===== config.mk =====
export PLATFORM = sky130hd
export DESIGN_NAME = debounce_fsm
export DESIGN_NICKNAME = d
export VERILOG_FILES = /design/src/rtl/debounce_defs_pkg.sv /design/src/rtl/debounce_fsm_sync_2ff.sv /design/src/rtl/debounce_fsm.sv
export SDC_FILE = /design/constraint.sdc
export NUM_CORES = 1
export LEC_CHECK = 0
export CAP_MARGIN = 20
export CORE_MARGIN = 5
export CORE_UTILIZATION = 30
export DETAILED_ROUTE_END_ITERATION = 16
export GPL_TIMING_DRIVEN = 0
export PLACE_DENSITY = 0.5
export SLEW_MARGIN = 10
export SYNTH_ARGS = -nofsm -noshare
export SYNTH_HDL_FRONTEND = slang
export SYNTH_SLANG_ARGS = --single-unit

===== constraint.sdc =====
create_clock -name clk -period 3.47 [get_ports clk]
set_input_delay 0.694 -clock clk [delete_from_list [all_inputs] [get_ports clk]]
set_output_delay 0.694 -clock clk [all_outputs]
set_load 0.05 [all_outputs]

===== src/rtl/debounce_defs_pkg.sv =====
// Shared state encoding for the switch debouncer; the bench imports it too
// so state checks use the same names as the RTL.
package debounce_defs;

   localparam logic [1:0] ZERO  = 2'b00;
   localparam logic [1:0] WAIT1 = 2'b01;
   localparam logic [1:0] ONE   = 2'b10;
   localparam logic [1:0] WAIT0 = 2'b11;

endpackage


===== src/rtl/debounce_fsm_sync_2ff.sv =====
// Two-flop synchronizer for a single asynchronous bit, async active-high reset.
module sync_2ff (
   input  logic clk,
   input  logic reset,
   input  logic d,
   output logic q
);

   logic meta_q, meta_d;
   logic sync_q, sync_d;

   always_comb begin
      meta_d = d;
      sync_d = meta_q;
   end

   always_ff @(posedge clk or posedge reset) begin
      if (reset) begin
         meta_q <= 1'b0;
         sync_q <= 1'b0;
      end else begin
         meta_q <= meta_d;
         sync_q <= sync_d;
      end
   end

   assign q = sync_q;

endmodule


===== src/rtl/debounce_fsm.sv =====
// Switch debouncer: a new synchronized level must hold STABLE_CNT+1 samples
// before db_level follows it; rise/fall ticks mark each accepted change.
//
//   state | meaning
//   ZERO  | settled low, counter holds
//   WAIT1 | candidate high being timed
//   ONE   | settled high, counter holds
//   WAIT0 | candidate low being timed
module debounce_fsm
   import debounce_defs::*;
#(
   parameter int STABLE_CNT = 1000000
) (
   input  logic clk,
   input  logic reset,
   input  logic sw,
   output logic db_level,
   output logic db_rise,
   output logic db_fall,
   output logic busy
);

   localparam int CNT_W = $clog2(STABLE_CNT);
   localparam logic [CNT_W-1:0] CNT_LAST = CNT_W'(STABLE_CNT - 1);

   logic             sw_s;
   logic [1:0]       state_q, state_d;
   logic [CNT_W-1:0] cnt_q, cnt_d;
   logic             db_level_q, db_level_d;
   logic             db_rise_q, db_rise_d;
   logic             db_fall_q, db_fall_d;
   logic             busy_q, busy_d;

   sync_2ff u_sync (
      .clk   (clk),
      .reset (reset),
      .d     (sw),
      .q     (sw_s)
   );

   always_comb begin
      state_d = state_q;
      cnt_d   = cnt_q;
      case (state_q)
         ZERO: begin
            if (sw_s) begin
               state_d = WAIT1;
               cnt_d   = '0;
            end
         end
         WAIT1: begin
            if (!sw_s)                 state_d = ZERO;
            else if (cnt_q == CNT_LAST) state_d = ONE;
            else                        cnt_d   = cnt_q + CNT_W'(1);
         end
         ONE: begin
            if (!sw_s) begin
               state_d = WAIT0;
               cnt_d   = '0;
            end
         end
         WAIT0: begin
            if (sw_s)                   state_d = ONE;
            else if (cnt_q == CNT_LAST) state_d = ZERO;
            else                        cnt_d   = cnt_q + CNT_W'(1);
         end
         default: state_d = ZERO;
      endcase

      // Outputs are decoded from the next state so they are registered yet
      // line up with the state transition.
      db_level_d = (state_d == ONE) || (state_d == WAIT0);
      busy_d     = (state_d == WAIT1) || (state_d == WAIT0);
      db_rise_d  = (state_q == WAIT1) && (state_d == ONE);
      db_fall_d  = (state_q == WAIT0) && (state_d == ZERO);
   end

   always_ff @(posedge clk or posedge reset) begin
      if (reset) begin
         state_q    <= ZERO;
         cnt_q      <= '0;
         db_level_q <= 1'b0;
         db_rise_q  <= 1'b0;
         db_fall_q  <= 1'b0;
         busy_q     <= 1'b0;
      end else begin
         state_q    <= state_d;
         cnt_q      <= cnt_d;
         db_level_q <= db_level_d;
         db_rise_q  <= db_rise_d;
         db_fall_q  <= db_fall_d;
         busy_q     <= busy_d;
      end
   end

   assign db_level = db_level_q;
   assign db_rise  = db_rise_q;
   assign db_fall  = db_fall_q;
   assign busy     = busy_q;

endmodule


Word level (Yosys, flattened, before mapping)
Index checks and enable logic that the tools add are counted.
- add/sub/neg operators: 1
- muxes and demuxes: 13
- equal/unequal tests: 11
- reductions and logical operators: 7
- operators with widths (operator ; number):
    2-to-1 mux 20 bit ; 5
    case mux 20 bit (4 select lines) ; 1
    adder 20 x 1 -> 20 bit (second input constant) ; 1
    == test 20 bit (second input constant) ; 1
    2-to-1 mux 2 bit ; 6
    == test 2 bit (second input constant) ; 4
    case mux 2 bit (4 select lines) ; 1
    == test 2 x 1 -> 1 bit (second input constant) ; 2
    zero test 2 bit ; 2
    != test 2 x 1 -> 1 bit (second input constant) ; 2
    != test 2 bit (second input constant) ; 2
    AND reduction 4 bit ; 1
    logical AND 1 bit ; 2
    logical OR 1 bit ; 2
- output and inout bits: 4
- word-level logic and storage cells: 40
- flip-flop bits (word level): 28
- input port bits: 3

Longest topological paths before layout
- word-level depth: 6
- mapped depth: 7

Modules after synthesis
From an unflattened synthesis, not the netlist that was laid out.
- cells, all modules: 145
- area total of the unflattened synthesis: 1388.8 um^2
- modules (own cells, without submodules) (module ; area each (um^2) ; instances ; cells each ; sequential area each (um^2)):
    debounce_fsm ; 1335.0 ; 1 ; 142 ; 625.6
    sync_2ff ; 53.8 ; 1 ; 3 ; 50.0

Least setup slack after synthesis
Ideal clock, no wire load.
- path type: reg2reg
- start: reg cnt_q[0]
- end: reg db_level_q (netlist: db_level)
- required time: 3345 ps
- cell stages (with the launch flop): 7
- path buffers: 0
- setup slack: 1470 ps
- arrival time: 1875 ps
- cells stage by stage: dfrtp_1 -> ha_1 -> nand3_2 -> or4_4 -> nor4_4 -> nand4_2 -> mux2_4
- cells in the longest elaborated chain, start to end: 6
- elaborated cells between the ends (all ways): 9
- those cells by class: eq/ne: 3; mux: 5; reduce/logical: 1
- RTL lines (element ; RTL line ; source):
    from (decl) ; debounce_fsm.sv:28 ; logic [CNT_W-1:0] cnt_q, cnt_d;
    from (signal assigned) ; debounce_fsm.sv:88 ; cnt_q <= cnt_d;
    == test 20 bit * ; debounce_fsm.sv:53, debounce_fsm.sv:64 ;
    2-to-1 mux 2 bit, on equally long branches ; debounce_fsm.sv:64, debounce_fsm.sv:53 ;
    2-to-1 mux 2 bit, on equally long branches ; debounce_fsm.sv:63, debounce_fsm.sv:52 ;
    case mux 2 bit (4 select lines) * ; debounce_fsm.sv:44 ; case (state_q)
    == test 2 bit ; debounce_fsm.sv:72 ; db_level_d = (state_d == ONE) || (state_d == WAIT0);
    logical OR 1 bit * ; debounce_fsm.sv:72 ;
    net db_level_d ; debounce_fsm.sv:29 ; logic db_level_q, db_level_d;
    to (signal assigned) ; debounce_fsm.sv:89 ; db_level_q <= db_level_d;
    to (decl) ; debounce_fsm.sv:29 ;
The timed path passes the listed nets; every way through them passes the cells marked *.
A chain may end at the register's enable or synchronous reset.

Worst setup path in the final report
- start: reg cnt_q[0]
- end: reg cnt_q[16]
- cells in the longest elaborated chain, start to end: 4
- elaborated cells between the ends (all ways): 6
- those cells by class: add/sub: 1; eq/ne: 1; mux: 4
- RTL lines (element ; RTL line):
    adder 20 x 1 -> 20 bit or == test 20 bit (tied branches) ; n/a
    2-to-1 mux 20 bit * ; debounce_fsm.sv:53, debounce_fsm.sv:64
    2-to-1 mux 20 bit, on equally long branches ; debounce_fsm.sv:63, debounce_fsm.sv:52
    case mux 20 bit (4 select lines) * ; debounce_fsm.sv:44
Every way passes the cells marked *; elsewhere a longest branch is shown, timed or not. The select of a mux whose other input is x is not followed.

==> reports/results.ini <==
[finish]
diodes=0
layoutNonFillerInstCount=217
multi_input_area_um2=683.2
fin_area_um2=1619
syn_to_final_growth_pct=14.11
layout.area.seq_um2=675.6
fin_nets=168
drive_gt1_share_pct=9.202
fin_util_pct=34.74
fill_cells=462

[yosys]
netlist_top_cells_count=dfrtp_1, o21ai_0, nand2_1
syn_nets=156
synth.most_common_cell=dfrtp_1
synth_top_area_share_pct=47.62
synth_cells=152
syn_area_um2=1419
async_flop_share_pct=100.0
synth_area_leaders=dfrtp_1, o21ai_0, o31ai_1
synth_seq_area_share_pct=47.62
synth_top_area_cell=dfrtp_1
ys_seq_elements=27
synth_edf_count=0
ys_warn_count=0
syn-mean-instance-area_um2=9.335
synthDistinctLibCells=39
ys.flop_type=dfrtp_1

[routing]
drc_errors=0
wire_per_inst_um=15.59
ant_nets=0
via_count=1203
wirelength_mm=3.382
drt_iter0_markers=68
vias_per_cell=5.544
firstDrtPassIters=4

[sta]
fin_hold_ws_ps=360.3
period_needed_ps=2295
slew_headroom_pct=52.98
post-route-worst-setup-slack_ps=1175
final-max-slew-violation-count=0
fin_skew_ps=4.374
layout_worst_path_cycle_share_pct=66.14
final.setup.tns_ps=0
setup_viol=0
worst_pin_slew_ps=698.9
rsz0062_at_grt=false
fmax_mhz=435.7
hold_viol_final=0

[pwr]
fin_total_pwr_mw=0.5616
seq_power_share_pct=59.5
power_switching_mw=0.1385
powerDensity_nw_per_um2=346.8
internal_power_mw=0.4230
switching_share_pct=24.67
clkPwrFrac_pct=32.1
ir_drop_mv=0.1943
combPwrFrac_pct=8.4
p_leak_nw=0.6040

[worst_setup_path]
r2r-start=cnt_q[0]$_DFFE_PP0P_
worstPathArrival_ps=2450
worstSetupEndpointType=register
crit_type=reg -> reg
worst_path_largest_cell_delay_ps=470
r2r_cells=6
worstPathRequired_ps=3620
slowest_stage=o21ai_1
r2r_end=cnt_q[16]$_DFFE_PP0P_
crit_chain=ha_1, nand3_2, or3_1, o21ai_1, buf_2, o31ai_1
start_kind=register
r2r_setup_slack_ps=1170
crit_fanout=10

[clock_tree]
cts.root.buffer_cell=clkbuf_8
cts_setup_buffers=0
cts_resized=0
clk_latency_ps=270
htreeDepth=1
clk_pin_slew_worst_paths_ps=90
cts_buffers=3
clock_sinks=27
ctsHoldBuffers=0
cts_buffer_depth=2
cts_tree=done

[grt]
grt_max_degree=28
grt_antenna_before_repair=0
grtUsageTotal_pct=11.62
grt_pass1_vias=1084
overflow=0
grt_pass1_wl_mm=5.637

[floorplanning]
die_w_um=78.77
io_pins=7
die_h_um=78.77
rows=25
start_util_pct=30.44
core_area_um2=4661
die_area_um2=6205

[hold_path]
whs_path_depth=0
holdPathEnd=u_sync.q$_DFF_PP0_
worst_hold_path_type=reg -> reg
worstHoldStart=u_sync.meta_q$_DFF_PP0_

[placed_design]
dp_cells=212
post_dp_cell_area_um2=1546
portBuffers=6
pre_cts_ws_ps=1197
place_congestion=0.8080
hpwlAfterDp_mm=2.317

[outcome]
status=complete, no violations

[job]
max_cap_violations=0

-- state kept, by name, indices dropped and copies added, names as in the netlist --
signal         cells
busy               1
cnt_q             20
db_fall            1
db_level           1
db_rise            1
state_q            1
u_sync.meta_q      1
u_sync.q           1
-- placed cells by master, fill, tap and decap left out, types with 2 or more instances in the layout --
cell type        count
nor3_1               2
nor2_1               9
nand3_1              8
buf_2                3
or4_1                3
a21oi_1              6
o21ai_0             19
clkbuf_1             5
o31ai_1              8
inv_1                7
o41ai_1              3
nand4_1              5
o211ai_1             2
or3_1                3
dfrtp_1             27
nor4_1               3
nand2_1             12
clkdlybuf4s50_1      6
o21a_1               2
a31oi_1              2
clkbuf_8             3
and2_1               4
-- layer usage --
metal  track usage, %  part of all wire (%)  routed length, um  up-vias
met5                0                     0                  0        -
met4            2.797                  0.44                 15        0
met3            3.061                   4.6                156        2
met2            16.89                    46               1569       30
met1            17.12                    48               1640      584
li1                 -                     -                  -      587
-- critical path, delay by kind of cell (launching register included) --
| kind | cells | cell delay, ps |
|---|---|---|
| flip-flops | 1 | 410 |
| AO/OA/AOI/OAI | 2 | 600 |
| AND/OR/NAND/NOR | 2 | 600 |
| adder cells (fa/ha/maj) | 1 | 200 |
| buffers and inverters | 1 | 360 |
-- power groups by stage --
stage | Sequential (mW) | Clock (mW) | Combinational (mW)
2_1_floorplan | 0.340 | 0 | 0.0283
3_3_place_gp | 0.340 | 0 | 0.0433
3_5_place_dp | 0.340 | 0 | 0.0444
4_1_cts | 0.334 | 0.189 | 0.0447
5_1_grt | 0.336 | 0.204 | 0.0561
6_report | 0.334 | 0.180 | 0.0472
-- cell families (layout without fill, tap and decap cells) --
kind of cell	count (synthesis)	after routing	synth area share [%]
compound gates	45	45	19.22
flops	27	27	47.62
fa+ha+maj	1	1	0.8817
xor+xnor	1	1	0.6174
simple gates	62	62	26.37
mux	1	1	1.058
buf+inv	15	26	4.232
-- layout make-up --
class	count	share of cell area, %
inverter	8	1.855
tap	54	4.173
sequential	27	41.73
clock buffer	4	2.782
buffer	7	1.855
multi-input combinational	110	42.19
timing repair buffer	7	5.410
-- how the worst max path moves through the flow --
stage,start,end,cells after the start
after CTS,state_q[0]$_DFF_PP0_,cnt_q[16]$_DFFE_PP0P_,6
after floorplan,cnt_q[0]$_DFFE_PP0P_,db_level$_DFF_PP0_,6
after global placement,state_q[0]$_DFF_PP0_,cnt_q[16]$_DFFE_PP0P_,6
final,cnt_q[0]$_DFFE_PP0P_,cnt_q[16]$_DFFE_PP0P_,6
after global routing,cnt_q[0]$_DFFE_PP0P_,cnt_q[13]$_DFFE_PP0P_,7
after detailed placement,state_q[0]$_DFF_PP0_,cnt_q[16]$_DFFE_PP0P_,6
(Power assumes the default switching activity.)
